$ cat config.mk
export PLATFORM = sky130hd
export DESIGN_NAME = serdesphy_rx_framer
export DESIGN_NICKNAME = d
export VERILOG_FILES = /design/src/rtl/serdesphy_rx_framer.sv
export SDC_FILE = /design/constraint.sdc
export NUM_CORES = 1
export LEC_CHECK = 0
export CAP_MARGIN = 20
export CORE_ASPECT_RATIO = 0.6
export CORE_MARGIN = 3
export CORE_UTILIZATION = 51
export DETAILED_ROUTE_END_ITERATION = 10
export PLACE_DENSITY = 0.8
export SETUP_SLACK_MARGIN = 0.02
export SLEW_MARGIN = 20
export SYNTH_ARGS = -nofsm -noshare
export SYNTH_HDL_FRONTEND = slang
export SYNTH_SLANG_ARGS = --single-unit
$ cat constraint.sdc
create_clock -name clk -period 2.3 [get_ports clk]
set_input_delay 0.46 -clock clk [delete_from_list [all_inputs] [get_ports clk]]
set_output_delay 0.46 -clock clk [all_outputs]
set_load 0.005 [all_outputs]
$ cat src/rtl/serdesphy_rx_framer.sv
`default_nettype none
// ============================================================================
// Module   : serdesphy_rx_framer
// Brief    : Serial RX framer. Hunts for SYNC_WORD, verifies alignment over
//            LOCK_CNT frames, then emits MSB-first data nibbles while locked.
//            Define SERDESPHY_PRBS_CHK_EN to build the PRBS7 payload checker.
// Revision : 1.0 - initial release
// ============================================================================
module serdesphy_rx_framer #(
    parameter logic [7:0] SYNC_WORD    = 8'hD2,
    parameter int         DATA_NIBBLES = 4,
    parameter int         LOCK_CNT     = 3,
    parameter int         LOSS_CNT     = 4
) (
    input  logic       clk,
    input  logic       rst,
    input  logic       bit_in,
    input  logic       bit_valid,
    input  logic       cdr_lock,
    input  logic       prbs_en,
    input  logic       err_clr,
    output logic [3:0] rx_data,
    output logic       rx_valid,
    output logic       frame_lock,
    output logic       prbs_err,
    output logic [7:0] err_cnt
);

    localparam int c_frame_bits = 8 + 4 * DATA_NIBBLES;
    localparam int c_cnt_w      = $clog2(c_frame_bits);
    localparam int c_hit_w      = $clog2(LOCK_CNT + 1);
    localparam int c_miss_w     = $clog2(LOSS_CNT + 1);

    localparam logic [c_cnt_w-1:0]  c_cnt_last  = c_cnt_w'(c_frame_bits - 1);
    localparam logic [c_cnt_w-1:0]  c_data_last = c_cnt_w'(4 * DATA_NIBBLES);
    localparam logic [c_hit_w-1:0]  c_hit_last  = c_hit_w'(LOCK_CNT - 1);
    localparam logic [c_miss_w-1:0] c_miss_last = c_miss_w'(LOSS_CNT - 1);

    localparam logic [1:0] c_st_hunt   = 2'd0;
    localparam logic [1:0] c_st_verify = 2'd1;
    localparam logic [1:0] c_st_locked = 2'd2;

    logic [7:0]          r_sr;
    logic [1:0]          r_state;
    logic [c_cnt_w-1:0]  r_bit_cnt;
    logic [c_hit_w-1:0]  r_hit_cnt;
    logic [c_miss_w-1:0] r_miss_cnt;
    logic                r_emit_en;
    logic [3:0]          r_rx_data;
    logic                r_rx_valid;
    logic                r_frame_lock;

    logic [7:0]          w_sr_next;
    logic                w_sync;
    logic                w_wrap;
    logic [c_cnt_w-1:0]  w_cnt_next;
    logic                w_data_pos;
    logic                w_data_bit;
    logic                w_nib_done;
    logic                w_unused;

    // bit_cnt == 0 marks the last sync bit; data occupies counts 1..4*DATA_NIBBLES
    assign w_sr_next  = {r_sr[6:0], bit_in};
    assign w_sync     = (w_sr_next == SYNC_WORD);
    assign w_wrap     = (r_bit_cnt == c_cnt_last);
    assign w_cnt_next = w_wrap ? '0 : r_bit_cnt + c_cnt_w'(1);
    assign w_data_pos = (w_cnt_next != '0) && (w_cnt_next <= c_data_last);
    assign w_data_bit = bit_valid && cdr_lock && (r_state == c_st_locked) && r_emit_en && w_data_pos;
    assign w_nib_done = w_data_bit && (w_cnt_next[1:0] == 2'b00);

    always_ff @(posedge clk) begin
        if (rst) begin
            r_sr         <= 8'h00;
            r_state      <= c_st_hunt;
            r_bit_cnt    <= '0;
            r_hit_cnt    <= '0;
            r_miss_cnt   <= '0;
            r_emit_en    <= 1'b0;
            r_rx_data    <= 4'h0;
            r_rx_valid   <= 1'b0;
            r_frame_lock <= 1'b0;
        end else begin
            r_rx_valid <= 1'b0;
            if (!cdr_lock) begin
                if (bit_valid) r_sr <= w_sr_next;
                r_state      <= c_st_hunt;
                r_hit_cnt    <= '0;
                r_miss_cnt   <= '0;
                r_emit_en    <= 1'b0;
                r_frame_lock <= 1'b0;
            end else if (bit_valid) begin
                r_sr <= w_sr_next;
                case (r_state)
                    c_st_hunt: begin
                        if (w_sync) begin
                            r_bit_cnt <= '0;
                            r_hit_cnt <= c_hit_w'(1);
                            r_state   <= c_st_verify;
                        end
                    end
                    c_st_verify: begin
                        r_bit_cnt <= w_cnt_next;
                        if (w_wrap) begin
                            if (!w_sync) begin
                                r_hit_cnt <= '0;
                                r_state   <= c_st_hunt;
                            end else if (r_hit_cnt == c_hit_last) begin
                                r_hit_cnt    <= '0;
                                r_miss_cnt   <= '0;
                                r_emit_en    <= 1'b0;
                                r_frame_lock <= 1'b1;
                                r_state      <= c_st_locked;
                            end else begin
                                r_hit_cnt <= r_hit_cnt + c_hit_w'(1);
                            end
                        end
                    end
                    c_st_locked: begin
                        r_bit_cnt <= w_cnt_next;
                        // Data is held back until the first wrap after lock is declared
                        if (w_wrap) begin
                            if (w_sync) begin
                                r_miss_cnt <= '0;
                                r_emit_en  <= 1'b1;
                            end else if (r_miss_cnt == c_miss_last) begin
                                r_miss_cnt   <= '0;
                                r_emit_en    <= 1'b0;
                                r_frame_lock <= 1'b0;
                                r_state      <= c_st_hunt;
                            end else begin
                                r_miss_cnt <= r_miss_cnt + c_miss_w'(1);
                                r_emit_en  <= 1'b1;
                            end
                        end
                        if (w_nib_done) begin
                            r_rx_data  <= w_sr_next[3:0];
                            r_rx_valid <= 1'b1;
                        end
                    end
                    default: r_state <= c_st_hunt;
                endcase
            end
        end
    end

    assign rx_data    = r_rx_data;
    assign rx_valid   = r_rx_valid;
    assign frame_lock = r_frame_lock;

`ifdef SERDESPHY_PRBS_CHK_EN
    logic [6:0] r_lfsr;
    logic [2:0] r_seed_cnt;
    logic       r_nib_err;
    logic       r_prbs_err;
    logic [7:0] r_err_cnt;
    logic       w_bit_err;
    logic       w_nib_err;
    logic       w_err_pulse;

    // Self-synchronising: prediction uses the received bits 6 and 7 back
    assign w_bit_err   = (r_seed_cnt == 3'd7) && (bit_in != (r_lfsr[6] ^ r_lfsr[5]));
    assign w_nib_err   = r_nib_err | w_bit_err;
    assign w_err_pulse = prbs_en && w_nib_done && w_nib_err;

    always_ff @(posedge clk) begin
        if (rst) begin
            r_lfsr     <= 7'h00;
            r_seed_cnt <= 3'd0;
            r_nib_err  <= 1'b0;
            r_prbs_err <= 1'b0;
            r_err_cnt  <= 8'h00;
        end else begin
            r_prbs_err <= w_err_pulse;
            if (!prbs_en || !cdr_lock || (r_state != c_st_locked)) begin
                r_seed_cnt <= 3'd0;
                r_nib_err  <= 1'b0;
            end else if (w_data_bit) begin
                r_lfsr    <= {r_lfsr[5:0], bit_in};
                r_nib_err <= w_nib_done ? 1'b0 : w_nib_err;
                if (r_seed_cnt != 3'd7) r_seed_cnt <= r_seed_cnt + 3'd1;
            end
            if (err_clr) r_err_cnt <= 8'h00;
            else if (w_err_pulse && (r_err_cnt != 8'hFF)) r_err_cnt <= r_err_cnt + 8'd1;
        end
    end

    assign prbs_err = r_prbs_err;
    assign err_cnt  = r_err_cnt;
    assign w_unused = r_sr[7];
`else
    assign prbs_err = 1'b0;
    assign err_cnt  = 8'h00;
    assign w_unused = r_sr[7] ^ prbs_en ^ err_clr;
`endif

endmodule
`default_nettype wire

==> results of run 1 <==
metal layers:
layer	wire length, um	track usage [%]
met4	12	3.92
met1	1400	22.2
met2	1490	29.7
met5	0	0
met3	213	5.00
logic make-up (layout without fill, tap and decap cells):
| logic type | Yosys count | in the layout |
|---|---|---|
| compound gates | 32 | 32 |
| fa+ha+maj | 5 | 5 |
| buf+inv | 22 | 25 |
| flops | 26 | 26 |
| mux | 14 | 14 |
| other cells | 1 | 9 |
| simple gates | 68 | 68 |
how the worst max path moves through the flow:
stage          cells past startpoint                   endpoint  slack (ns)
3_3_place_gp                       6  r_hit_cnt[1]$_SDFFE_PP0P_        0.05
2_1_floorplan                      6    rx_data[0]$_SDFFE_PP0P_        0.49
3_5_place_dp                       6  r_hit_cnt[1]$_SDFFE_PP0P_       -0.02
6_report                           6    r_state[1]$_SDFFE_PP0P_        0.17
4_1_cts                            6    rx_data[3]$_SDFFE_PP0P_        0.04
5_1_grt                            6    rx_data[3]$_SDFFE_PP0P_        0.02
metrics by stage:
stage	hold WS (ns)	setup WS, ns	instances	TNS, ns
2_1_floorplan	0.436	0.489	176	0
3_3_place_gp	0.453	0.0494	215	0
3_5_place_dp	0.456	-0.0235	215	-0.0235
4_1_cts	0.468	0.0430	219	0
5_1_grt	0.493	0.0201	219	0
6_report	0.464	0.170	219	0
cell type report:
type,instances,area [sq um],area share [%]
inverter,6,22.5,1.34
sequential,26,520,30.9
tap,40,50.0,2.97
clock buffer,4,55.1,3.27
timing repair buffer,15,138,8.17
multi-input combinational,128,900,53.4
flip-flops by register name, summed over array words and instances (netlist names):
signal and flops:
rx_valid 1, r_miss_cnt 3, r_bit_cnt 5, r_state 2
r_sr 7, frame_lock 1, rx_data 4, r_hit_cnt 2
r_emit_en 1
worst reg2reg max path, cell delays in order, from the launching register on:
cell and delay [ns]:
dfxtp_1 0.43, ha_2 0.35, and4b_2 0.32, o211a_1 0.17, o211ai_2 0.12, or4_1 0.50, a21oi_1 0.17
cell usage in the layout (no fill, tap or decap), types with 3 or more instances in the layout:
cell type,instances
dfxtp_1,26
nor2_1,15
nand2_1,14
mux2i_1,13
nand2b_1,11
a21oi_1,10
clkdlybuf4s50_1,10
conb_1,9
inv_1,6
o21ai_0,6
buf_4,5
nor2b_1,4
nand4_1,4
ha_1,4
clkbuf_8,4
nand3_1,3
synth_stat cells, types with 2 or more instances:
master and count:
mux2i_1 13, o21ai_0 6, inv_1 6, nand4_1 4, ha_1 5, nor2_1 15, buf_4 12, a21oi_1 10
clkbuf_1 2, nand4bb_4 2, nor2b_1 4, and4bb_2 2, nor3_1 2, nand3_1 3, nand2b_1 11, dfxtp_1 26
or4_1 2, o41ai_1 2, nand2_1 14
where the power goes:
group | switching (mW) | total, mW | internal [mW] | leakage [nW]
logic | 0.0216 | 0.0404 | 0.0188 | 0.354
clock network | 0.143 | 0.296 | 0.153 | 0.0288
registers | 0.00355 | 0.455 | 0.452 | 0.210
total | 0.168 | 0.792 | 0.624 | 0.592
what timing repair did:
item / 4_1_cts / 5_1_grt
setup endpoints to repair: 0 / 7
setup buffers: 0 / 0
gates resized for setup: 0 / 1
==> key figures, run 1 <==
Global routing
  • Pin count of the biggest net entering global routing: 21
  • Initial antenna violation count: 0
  • First-pass GRT wire length: 5350 um
  • Vias in the first global route: 1132
  • GRT Util Overall: 17.5%
  • Total gr overflow: 0

Cells and area
  • Fin nets: 192
  • Area grow syn2layout: 10.6%
  • Layout cells sized above 1: 11.2%
  • Antenna fix cells: 0
  • Post-Route Utilization: 63.3%
  • Design Area, Final: 1690 sq um
  • Fill count: 216

Worst setup path
  • Cell count of the worst reg-to-reg path: 6
  • Critical path peak fanout: 12
  • Critical path, cell by cell: ha_2, and4b_2, o211a_1, o211ai_2, or4_1, a21oi_1
  • Worst reg2reg endpoint: r_state[1]$_SDFFE_PP0P_
  • Worst setup SP type: flop
  • Req. time, crit path: 2.50 ns
  • Slowest-stage cell, CP: or4_1
  • CP endpoint kind: flop
  • Reg2reg start: r_bit_cnt[0]$_SDFFE_PP0P_
  • Buffers & Inverters on Critical Path: 0
  • CP Launch Point: r_bit_cnt[0]$_SDFFE_PP0P_
  • Max incr delay on CP: 0.50 ns
  • Top delay family on crit path: simple AND/OR/NAND/NOR gates
  • Critical path class: reg -> reg
  • Setup slack, reg-to-reg: 0.17 ns
  • Data arrival time of the critical path: 2.33 ns

Floorplanning
  • Initial core utilization: 57.2%
  • Core area: 2660 sq um
  • I/O pin count: 22
  • Die Area: 3700 sq um
  • Die X: 76.6 um
  • Die Ht: 48.3 um
  • Site Rows: 14

Outcome
  • Run status: finished, final reports clean

Worst hold path
  • Hold_sp: frame_lock$_SDFFE_PP0P_
  • Min-delay worst type: reg -> reg
  • Hold Path Sink: frame_lock$_SDFFE_PP0P_
  • Hold depth: 2

Synth
  • Top FF cell, synth: dfxtp_1
  • Largest family of logic cells by synthesized area: simple AND/OR/NAND/NOR gates
  • Synth Area in Adders: 4.11%
  • Leading area contributor after synthesis: dfxtp_1
  • Post-Synth Simple-Gate Area: 27.8%
  • Netlist Area Pre-Place: 1520 sq um
  • Asr flop ratio synth: 0%
  • Syn avg cell area: 9.07 sq um
  • Post-synthesis cell count: 168
  • Mux share of post-synthesis cell area: 9.28%
  • Post-synthesis compound-gate area fraction: 15.4%
  • Post-synth top area share: 34.2%
  • Post-Synth XOR/XNOR Area: 0%
  • Yosys reg bits: 26
  • Post-synthesis sequential area ratio: 34.2%
  • Post-synth cell types: 46
  • Synth warn: 0
  • EDFF count, synth: 0
  • Synth top area cells: dfxtp_1, mux2i_1, buf_4

Drt
  • Final WL: 3110 um
  • 1st-pass router iterations: 4
  • Vias: 1241
  • DRT iter0 DRCs: 119
  • Mean routed wirelength per cell: 14.2 um
  • Antenna-violating nets left: 0
  • DR vias/cell: 5.67
  • Drt drc: 0

Clock network
  • Hold buffer count at cts: 0
  • CTS tree: done
  • Clock-pin slew on the worst setup and hold paths: 0.09 ns
  • Worst-skew pair later-pin latency: 0.27 ns
  • Buffer depth of the longest clock path: 2
  • Root buf cell: clkbuf_8
  • Cts bufs inserted: 3
  • CTS HTree Levels: 1
  • Clock sinks: 26

STA
  • Max Fclk: 470 MHz
  • Final Hold Viols: 0
  • Tcrit/Tclk final: 92.6%
  • Min Tclk post-route: 2.13 ns
  • Least-Margin Pin Slew: 0.509 ns
  • Final setup skew: 0.00416 ns
  • Count of pins over their slew limit: 0
  • Unrepaired setup endpoints after global routing: false
  • Final setup viols: 0
  • Worst slew margin: 66.1%

Power and ir drop
  • Total power: 792 uW
  • Pwr dens: 470 nW/um^2
  • Maximum vdd ir drop: 0.415 mV
  • LEAKAGE: 0.592 nW

Place
  • Hpwl dp: 2400 um
  • IO buf count: 10
  • Global placer's final weighted congestion: 0.922
  • Dpl cell area: 1630 sq um

Run
  • Max-Cap Viols: 0
Power figures use the tool's default switching activity.
==> inputs of run 2 (changes only) <==
Settings changed: CELL_PAD_IN_SITES_DETAIL_PLACEMENT set to 2, CELL_PAD_IN_SITES_GLOBAL_PLACEMENT set to 2, CORE_UTILIZATION 51 to 33, PLACE_DENSITY 0.8 to 0.83.
Clock period 2.3 ns to 2.05 ns, I/O delays scaled along.
==> run 2 against run 1 <==
Compared with the run above: hold slack better by 0.017 ns; largest power group unchanged; global-route usage is 2.7 points higher; sequential share of layout area is 3.1 points lower; highest routed layer unchanged.
==> key figures, run 2 (synthesis gave the netlist of run 1 again) <==
Outcome
  • Run status: finished, final reports clean

Global routing
  • Initial antenna violation count: 0 (unchanged)
  • Vias in the first global route: 1516 (+34%)
  • First-pass GRT wire length: 8300 um (+55%)
  • GRT Util Overall: 20.2% (+2.7 points)
  • Total gr overflow: 0 (unchanged)
  • Pin count of the biggest net entering global routing: 18 (-14%)

STA
  • Final setup skew: 0.00519 ns (+0.00103 ns)
  • Count of pins over their slew limit: 0 (unchanged)
  • Tcrit/Tclk final: 94.7%
  • Post-Route Setup TNS: 0 ns (unchanged)
  • Final setup viols: 0 (unchanged)
  • Unrepaired setup endpoints after global routing: false
  • Hold WS: 0.481 ns (+0.0169 ns)
  • Final Hold Viols: 0 (unchanged)
  • Min Tclk post-route: 1.94 ns
  • Max Fclk: 515 MHz

Power and ir drop
  • Maximum vdd ir drop: 0.288 mV (-31%)
  • Sw Ratio: 21.5% (+0.29 points)
  • Seq pwr share: 50.7% (-6.8 points)
  • Clock network fraction of design power: 44.2% (+6.8 points)
  • Pwr dens: 535 nW/um^2 (+14%)
  • Combinational power share: 5.1% (about the same)
  • Internal Power: 791 uW (+27%)
  • LEAKAGE: 0.676 nW (+14%)
  • Switching pwr: 217 uW (+29%)

Cells and area
  • Area of the multi-input gates: 943 sq um (+4.9%)
  • Antenna fix cells: 0 (unchanged)
  • Most common cell after layout, fill and taps aside: dfxtp_1
  • Largest register FFs: 7 (unchanged)
  • Reg area: 523 sq um (+0.48%)
  • Commonest cells after routing, fill and taps aside: dfxtp_1, buf_4, nor2_1
  • Fill count: 462 (+110%)
  • Largest reg by FF count: r_sr
  • Area grow syn2layout: 23.7%
  • Fin nets: 207 (+7.8%)
  • Layout cells sized above 1: 21.1% (+10 points)

Floorplanning
  • Die Ht: 58.6 um (+21%)
  • I/O pin count: 22 (unchanged)
  • Site Rows: 18 (+4)
  • Initial core utilization: 35.6% (-22 points)
  • Die X: 93.7 um (+22%)
  • Die Area: 5500 sq um (+48%)
  • Core area: 4280 sq um (+61%)

Clock network
  • Clock sinks: 26 (unchanged)
  • Root buf cell: clkbuf_8
  • Clock-pin slew on the worst setup and hold paths: 0.10 ns (about the same)
  • CTS HTree Levels: 1 (unchanged)
  • Worst-skew pair later-pin latency: 0.28 ns (about the same)
  • Buffer depth of the longest clock path: 2 (unchanged)
  • CTS tree: done
  • Cts bufs inserted: 3 (unchanged)
  • Hold buffer count at cts: 0 (unchanged)

Drt
  • Mean routed wirelength per cell: 20.2 um (+42%)
  • Drt drc: 0 (unchanged)
  • 1st-pass router iterations: 4 (unchanged)
  • Antenna-violating nets left: 0 (unchanged)
  • DRT iter0 DRCs: 55 (-54%)
  • DR vias/cell: 5.31 (-6.2%)
  • Final WL: 5140 um (+65%)
  • Vias: 1350 (+8.8%)

Worst setup path
  • Critical path class: in -> reg
  • Cell count of the worst reg-to-reg path: 5 (-1)
  • Req. time, crit path: 2.27 ns (-0.23 ns)
  • Worst setup SP type: primary input
  • Worst reg2reg endpoint: r_state[1]$_SDFFE_PP0P_
  • CP endpoint kind: flop
  • Reg2reg start: r_bit_cnt[2]$_SDFFE_PP0P_
  • Data arrival time of the critical path: 2.16 ns (-0.17 ns)
  • Critical path peak fanout: 4 (-8)
  • Setup slack, reg-to-reg: 0.13 ns (-0.04 ns)

Worst hold path
  • Min-delay worst type: reg -> reg
  • Hold depth: 2 (unchanged)
  • Hold_sp: rx_data[2]$_SDFFE_PP0P_
  • Hold Path Sink: rx_data[2]$_SDFFE_PP0P_

Run
  • Max-Cap Viols: 0 (unchanged)

Place
  • Hpwl dp: 3780 um (+57%)
  • IO buf count: 10 (unchanged)
  • Global placer's final weighted congestion: 0.822 (-11%)
## run 2: cell count changes in the layout (fill, tap and decap cells not counted), sizes merged
cell / before / now
buf: 5 / 20
bufinv: 0 / 1
clkbuf: 4 / 3
## run 2: worst max-delay path, cell delays in order
cell and delay [ns]:
clkdlybuf4s50_1 0.45, nand4bb_4 0.29, o21ai_4 0.20, o2111ai_2 0.16
or4_1 0.50, a21oi_1 0.15
## run 2: how the worst max path moves through the flow
stage                                    from                         to  slack [ns]  cells past startpoint
floorplan           r_bit_cnt[0]$_SDFFE_PP0P_    rx_data[0]$_SDFFE_PP0P_        0.24                      6
global placement                       bit_in  r_hit_cnt[1]$_SDFFE_PP0P_       -0.15                      6
detailed placement                     bit_in  r_hit_cnt[1]$_SDFFE_PP0P_       -0.27                      6
CTS                                    bit_in  r_hit_cnt[1]$_SDFFE_PP0P_        0.03                      6
global route        r_bit_cnt[1]$_SDFFE_PP0P_    rx_data[0]$_SDFFE_PP0P_       0.004                      7
finish                                 bit_in  r_hit_cnt[1]$_SDFFE_PP0P_        0.11                      6
## run 2: timing repair
action	4_1_cts	5_1_grt
setup buffers	0	0
endpoints found under the setup margin	2	9
gates cloned	0	0
gates resized for setup	2	9
pin swaps	0	1
## run 2: layout make-up
| class | count | share of cell area (%) |
|---|---|---|
| Inverter | 6 | 1.19 |
| Multi-Input combinational cell | 128 | 50.0 |
| Sequential cell | 26 | 27.7 |
| Timing Repair Buffer | 30 | 13.3 |
| Tap cell | 60 | 3.98 |
| Clock inverter | 1 | 1.59 |
| Clock buffer | 3 | 2.19 |
## run 2: metal layers
metal  wire length (um)  GRT usage (%)  vias up  part of all wire, %
met1               2330           24.6      685                   45
met3                137           4.21       11                  2.7
met5                  0              0        -                    0
met4                 83           5.35        0                  1.6
li1                   -              -      634                    -
met2               2580           36.6       20                   50
## run 2: stage by stage
step	utilization, %	power (mW)	instance area, sq um	setup slack [ns]	instances
6_report	44.1	1.01	1890	0.109	254
4_1_cts	43.1	1.02	1840	0.0301	254
2_1_floorplan	-	0.562	1550	0.239	176
5_1_grt	44.1	1.05	1890	0.00360	254
3_5_place_dp	41.3	0.572	1770	-0.274	250
3_3_place_gp	41.3	0.569	1770	-0.147	250
## run 2: power by group through the flow
stage | sequential [mW] | clock [mW] | combinational (mW)
2_1_floorplan | 0.522 | 0 | 0.0402
6_report | 0.511 | 0.446 | 0.0515
5_1_grt | 0.512 | 0.478 | 0.0559
4_1_cts | 0.511 | 0.456 | 0.0511
3_3_place_gp | 0.522 | 0 | 0.0465
3_5_place_dp | 0.522 | 0 | 0.0500
